File: src/rtl/pr_if_id_pkg.sv
// Shared types and constants for the IF/ID pipeline register.
// One entry layout serves both the main slot and the skid slot.
package pr_if_id_pkg;

  localparam int unsigned XLEN = 32;
  localparam logic [XLEN-1:0] NOP_INSTR = 32'h0000_0013;

  typedef struct packed {
    logic [XLEN-1:0] pc;
    logic [XLEN-1:0] pc4;
    logic [XLEN-1:0] instr;
    logic            valid;
  } if_id_entry_t;

  localparam int unsigned ENTRY_W = $bits(if_id_entry_t);

  localparam if_id_entry_t EMPTY_ENTRY = '{
    pc:    '0,
    pc4:   '0,
    instr: NOP_INSTR,
    valid: 1'b0
  };

endpackage

File: src/rtl/pr_if_id_slot.sv
// Single IF/ID entry register with clear and load controls; otherwise it holds.
// Clear, including reset, takes priority over load.
module if_id_slot
  import pr_if_id_pkg::*;
(
  input  logic               clk,
  input  logic               rst,
  input  logic               clear,
  input  logic               load,
  input  logic [ENTRY_W-1:0] din,
  output logic [ENTRY_W-1:0] q
);

  always_ff @(posedge clk) begin
    if (rst || clear) begin
      q <= EMPTY_ENTRY;
    end else if (load) begin
      q <= din;
    end
  end

endmodule

File: src/rtl/pr_if_id.sv
// IF/ID pipeline register with a one-entry skid buffer.
// The skid buffer catches the fetch that is already in flight when ID stalls.
module pr_if_id
  import pr_if_id_pkg::*;
(
  input  logic            clk,
  input  logic            rst,
  input  logic            stall_i,
  input  logic            flush_i,
  input  logic [XLEN-1:0] pc_if_i,
  input  logic [XLEN-1:0] pc4_if_i,
  input  logic [XLEN-1:0] instr_if_i,
  input  logic            instr_valid_if_i,
  output logic            if_ready_o,
  output logic [XLEN-1:0] pc_id_o,
  output logic [XLEN-1:0] pc4_id_o,
  output logic [XLEN-1:0] instr_id_o,
  output logic            instr_valid_id_o,
  output logic [4:0]      rs1_id_o,
  output logic [4:0]      rs2_id_o,
  output logic [4:0]      rd_id_o
);

  if_id_entry_t m_q;
  if_id_entry_t s_q;
  if_id_entry_t m_din;
  if_id_entry_t incoming;
  logic         m_load;
  logic         m_clear;
  logic         s_load;
  logic         s_clear;
  logic         accept;

  // if_ready_o comes straight from the skid valid flop, so it never depends on stall/flush.
  assign if_ready_o = !s_q.valid;
  assign accept     = instr_valid_if_i && if_ready_o;

  assign incoming = '{
    pc:    pc_if_i,
    pc4:   pc4_if_i,
    instr: instr_if_i,
    valid: 1'b1
  };

  always_comb begin
    m_load  = 1'b0;
    m_clear = flush_i;
    m_din   = incoming;
    s_load  = 1'b0;
    s_clear = flush_i;
    if (!flush_i) begin
      if (!stall_i) begin
        if (s_q.valid) begin
          m_load  = 1'b1;
          m_din   = s_q;
          s_clear = 1'b1;
        end else if (accept) begin
          m_load = 1'b1;
        end else begin
          // Bubble: pc fields keep their last value, instruction becomes a NOP.
          m_load = 1'b1;
          m_din  = '{pc: m_q.pc, pc4: m_q.pc4, instr: NOP_INSTR, valid: 1'b0};
        end
      end else if (accept) begin
        if (m_q.valid) begin
          s_load = 1'b1;
        end else begin
          m_load = 1'b1;
        end
      end
    end
  end

  if_id_slot u_main (
    .clk   (clk),
    .rst   (rst),
    .clear (m_clear),
    .load  (m_load),
    .din   (m_din),
    .q     (m_q)
  );

  if_id_slot u_skid (
    .clk   (clk),
    .rst   (rst),
    .clear (s_clear),
    .load  (s_load),
    .din   (incoming),
    .q     (s_q)
  );

  assign pc_id_o          = m_q.pc;
  assign pc4_id_o         = m_q.pc4;
  assign instr_id_o       = m_q.instr;
  assign instr_valid_id_o = m_q.valid;
  assign rs1_id_o         = m_q.instr[19:15];
  assign rs2_id_o         = m_q.instr[24:20];
  assign rd_id_o          = m_q.instr[11:7];

endmodule

File: config.mk
export PLATFORM = sky130hd
export DESIGN_NAME = pr_if_id
export DESIGN_NICKNAME = d
export VERILOG_FILES = /design/src/rtl/pr_if_id_pkg.sv /design/src/rtl/pr_if_id_slot.sv /design/src/rtl/pr_if_id.sv
export SDC_FILE = /design/constraint.sdc
export NUM_CORES = 1
export LEC_CHECK = 0
export ABC_AREA = 1
export CORE_UTILIZATION = 45
export DETAILED_ROUTE_END_ITERATION = 8
export GPL_TIMING_DRIVEN = 1
export PLACE_DENSITY = 0.76
export SYNTH_ARGS = -nofsm -noshare
export SYNTH_HDL_FRONTEND = slang
export SYNTH_SLANG_ARGS = --single-unit
File: constraint.sdc
create_clock -name clk -period 3.2 [get_ports clk]
set_input_delay 0.32 -clock clk [delete_from_list [all_inputs] [get_ports clk]]
set_output_delay 0.32 -clock clk [all_outputs]
set_load 0.02 [all_outputs]
After elaboration in Yosys (flattened, before gate mapping)

Cells that the tools add are included.

Output and inout bits: 113
Memories kept: 0
Bits in read-only memories: 0
Input bits: 101
Latch bits: 0
Logic and storage cells: 24
RAM bits: 0
Flip-flop bits (word level): 194

Bitwise logic cells: 0
Divide/modulo/power cells: 0
Muxes and demuxes: 15
Equal/unequal tests: 0
Reduce and logical (&&, ||, !) cells: 6
Shift operators: 0
Add/subtract/negate cells: 0
Order comparisons: 0
$mul: 0

Operators with widths:

| kind                | number |
|---|---|
| 97-bit two-way mux  | 4 |
| 1-bit two-way mux   | 11 |
| 4-bit nonzero test  | 1 |
| 1-bit logical OR    | 2 |
| 2-bit AND reduction | 1 |
| 1-bit logical AND   | 1 |
| 1-bit logical NOT   | 1 |

Longest topological paths before layout

Depth after elaboration: 6
Depth in mapped cells: 9
Depth with buffers taken out: 7

By module

From an unflattened synthesis, not the netlist that was laid out.

Cells, all modules: 1650
Area total of the unflattened synthesis: 9958.3 um2

Modules (own cells, without submodules):

| module     | cells an instance | sequential area each (um2) | area each (um2) | instances |
|---|---|---|---|---|
| if_id_slot | 609               | 1941.9                     | 3937.5          | 2 |
| pr_if_id   | 432               | 0.0                        | 2083.2          | 1 |

Worst setup path after synthesis

OpenSTA, ideal clock, no wires.

Path type: reg-to-reg
Start: register u_main.q[0]
End: register u_skid.q[1]
Data required time: 3.074 ns
Cell stages (with the launch flop): 7
Period minus slack after synthesis: 1.365 ns
Setup slack: 1.835 ns
Arrival time: 1.240 ns
Cells stage by stage: dfxtp_1 > nand2_1 > nor2_2 > inv_2 > clkbuf_1 > a21oi_1 > o21ai_1

Cells in the longest elaborated chain, start to end: 4

Ends and longest elaborated chain:

| item                     | line                | text |
|---|---|---|
| start: declaration       | pr_if_id_slot.sv:11 | `output logic [ENTRY_W-1:0] q` |
| start signal: assignment | pr_if_id_slot.sv:18 | `q <= din;` |
| 1-bit two-way mux        | pr_if_id.sv:65      | `if (m_q.valid) begin` |
| 1-bit two-way mux        | pr_if_id.sv:64      | `end else if (accept) begin` |
| 1-bit two-way mux        | pr_if_id.sv:52      | `if (!stall_i) begin` |
| 1-bit two-way mux        | pr_if_id.sv:51      | `if (!flush_i) begin` |
| end signal: assignment   | pr_if_id_slot.sv:18 |  |
| end: declaration         | pr_if_id_slot.sv:11 |  |

Every way passes these cells.
A chain may end at the register's enable or synchronous reset.

Final worst setup path

Start: input port flush_i
End: register u_main.q[56]

Cells in the longest elaborated chain, start to end: 2
Elaborated cells on any way between the ends: 5
Those cells by class: mux (2); reduce/logical (3)

Ends and longest elaborated chain:

| item                                                                     | line          | text |
|---|---|---|
| start: declaration                                                       | pr_if_id.sv:9 | `input logic flush_i,` |
| 4-bit nonzero test (no line) / 1-bit two-way mux (equally long branches) | --            |  |
| 2-bit AND reduction (no line)                                            | --            |  |

Parallel ways exist; a longest one is shown, timed or not.

==> flow_summary.yaml <==
status:
  status: "finished clean"
critical_path:
  cp_cell_sequence: "clkdlybuf4s50_1, nor2_1, inv_2, nand2_1, nand3_4, buf_12, nand2_1, nand2_1, nor2_1"
  cp_slowest_cell: "clkdlybuf4s50_1"
  worst_ep_required_time_ps: 3570
  critPathCaptureType: "flip-flop"
  max_stage_delay_ps: 490
  crit_fanout: 57
  cp-start-kind: "input port"
  critPathMostFrequentCell: "nand2_1"
  r2r_slack_ps: 1200
  path_class: "input port to flip-flop"
  arrival_ps: 2540
grt:
  busiest_layer: "met2"
  grt_overflow_total: 0
  antenna_found_initial: 0
  grt_pass1_wl_um: 35600
  grt_max_degree: 98
  grt.met3_usage_pct: 5.16
  grt.met2_usage_pct: 38.0
  grt_pass1_vias: 7311
  grt_use_total_pct: 22.7
  use_met1_pct: 28.2
finish:
  area_growth_pct: 31.4
  n_antenna_cell: 0
  num-fill-cells: 1775
  nets: 1614
  drive_above_1_share_pct: 3.60
timing:
  relSlewSlack_pct: 27.7
  tns_ps: 0
  fmax_ghz: 0.462
  setup_ws_ps: 1030
  fin_skew_ps: 10.9
  rsz0062_at_grt: "no"
  tightest_slew_ps: 1090
  layout_min_cycle_time_ps: 2170
  hold_viol_final: 0
  report.final.slew_viol_count: 0
  finalSetupViolCount: 0
  period_share_pct: 67.7
clock_network:
  postCtsSetupRepairBufs: 0
  postCtsResizedCells: 0
  cts_max_path_buffers: 2
  clk_pin_slew_worst_paths_ps: 80
  ctsHtreeMaxLevel: 4
  cts_tree: "done"
  clockRootBuffer: "clkbuf_16"
  cts_buffers: 17
  clock-sinks: 194
  clk_latency_ps: 440
  cts_hold_buffers: 0
synthesis:
  syn_area_per_cell_um2: 6.31
  synth_seq_cells: 194
  ys_seq_area_share_pct: 45.2
  synth_fp_nets: 1463
  yosysWarnings: 0
  ys_types: 17
  synth_cells: 1362
  syn_area_mm2: 0.00859
floorplanning:
  core_area_mm2: 0.0187
  io_pins: 214
  initial_core_util_pct: 45.9
  rows: 50
  die_area_mm2: 0.0196
  fp.dieW_um: 140
  die_y_um: 140
drt:
  vias: 8224
  dr.pass1.iters: 5
  drt_iter0_drc: 464
  finalWirelength_um: 22200
  drc_errors: 0
  antenna_left: 0
  wl_per_cell_um: 12.6
  vias_per_cell: 4.67
pwr:
  p_leak_nw: 5.36
  finalPower_mw: 5.52
  power_density_mw_per_mm2: 489
  max-vdd-ir-drop_uv: 382
placed_design:
  pre_cts_ws_ps: 636
  port_buffers: 213
  place_congestion: 0.800
  dp_hpwl_um: 13600
worst_hold_path:
  hold_class: "input port to flip-flop"
flow_run:
  drv_cap: 0
==> per-stage QoR <==
| step | util [%] | cell area [um2] | hold slack (ps) | std cells |
|---|---|---|---|---|
| global route | 60.3 | 11300 | 478 | 1760 |
| CTS | 60.3 | 11300 | 464 | 1760 |
| floorplan | - | 8590 | 449 | 1362 |
| global placement | 57.0 | 10700 | 459 | 1728 |
| detailed placement | 57.0 | 10700 | 462 | 1728 |
| finish | 60.3 | 11300 | 469 | 1760 |
==> cell type report <==
class	instances	area, um2	share of cell area [%]
sequential	194	3880	34.4
multi-input combinational	971	3830	34.0
timing repair buffer	225	2260	20.0
clock buffer	17	425	3.77
inverter	104	392	3.47
tap	234	293	2.59
clock inverter	15	195	1.73
==> final timing paths <==
| check | from | to | depth (start not counted) |
|---|---|---|---|
| setup / recovery | flush_i | u_main.q[56]$_SDFFE_PP0P_ | 9 |
| setup reg to reg | u_skid.q[0]$_SDFFE_PP0P_ | u_main.q[56]$_SDFFE_PP0P_ | 8 |
| hold / removal | instr_if_i[0] | u_skid.q[1]$_SDFFE_PP1P_ | 3 |
| hold reg to reg | u_main.q[1]$_SDFFE_PP1P_ | u_main.q[1]$_SDFFE_PP1P_ | 2 |
==> power breakdown <==
group | leakage, nW | internal (mW) | total (mW) | switching [mW]
Sequential | 1.57 | 2.48 | 2.51 | 0.0375
Combinational | 3.48 | 0.347 | 0.764 | 0.417
Clock | 0.300 | 1.20 | 2.24 | 1.05
Total | 5.36 | 4.02 | 5.52 | 1.50
==> worst max-delay path: cells and delay by family <==
kind / cells / cell delay, ps
buffers and inverters: 3 / 1000
and+or+nand+nor: 6 / 1160
==> layer usage <==
layer / vias to the layer above / routed length, um
li1: 4332 / -
met1: 3643 / 9900
met2: 216 / 10500
met3: 33 / 1310
met4: 0 / 559
met5: - / 0
==> state kept, by name, indices dropped and copies added (netlist names) <==
signal    count
u_main.q     97
u_skid.q     97
==> placed cells by master (no fill, tap or decap), drive strengths merged <==
master         count
clkinv             6
a21oi              6
o21ai             97
dfxtp            194
clkbuf            17
buf               12
clkinvlp           1
nand2            482
clkdlybuf4s50    213
inv              110
bufinv             2
a21boi             1
nor2             379
nand3              6
==> synthesized netlist by cell type, drive strengths merged <==
master  number  area, um2
o21ai       97        485
a21boi       1       7.51
nor2       379       1430
dfxtp      194       3880
nand3        6       40.0
clkbuf      25       93.8
inv        104        390
nand2      482       1810
buf         68        418
a21oi        6       30.0
==> cell families (layout without fill, tap and decap cells) <==
kind of cell,Yosys count,count (layout),share of synthesized area [%]
buffers and inverters,197,361,10.5
flip-flops,194,194,45.2
AND/OR/NAND/NOR,867,867,38.2
AO/OA/AOI/OAI,104,104,6.09
Note: power is estimated with default switching activity, not from simulation.
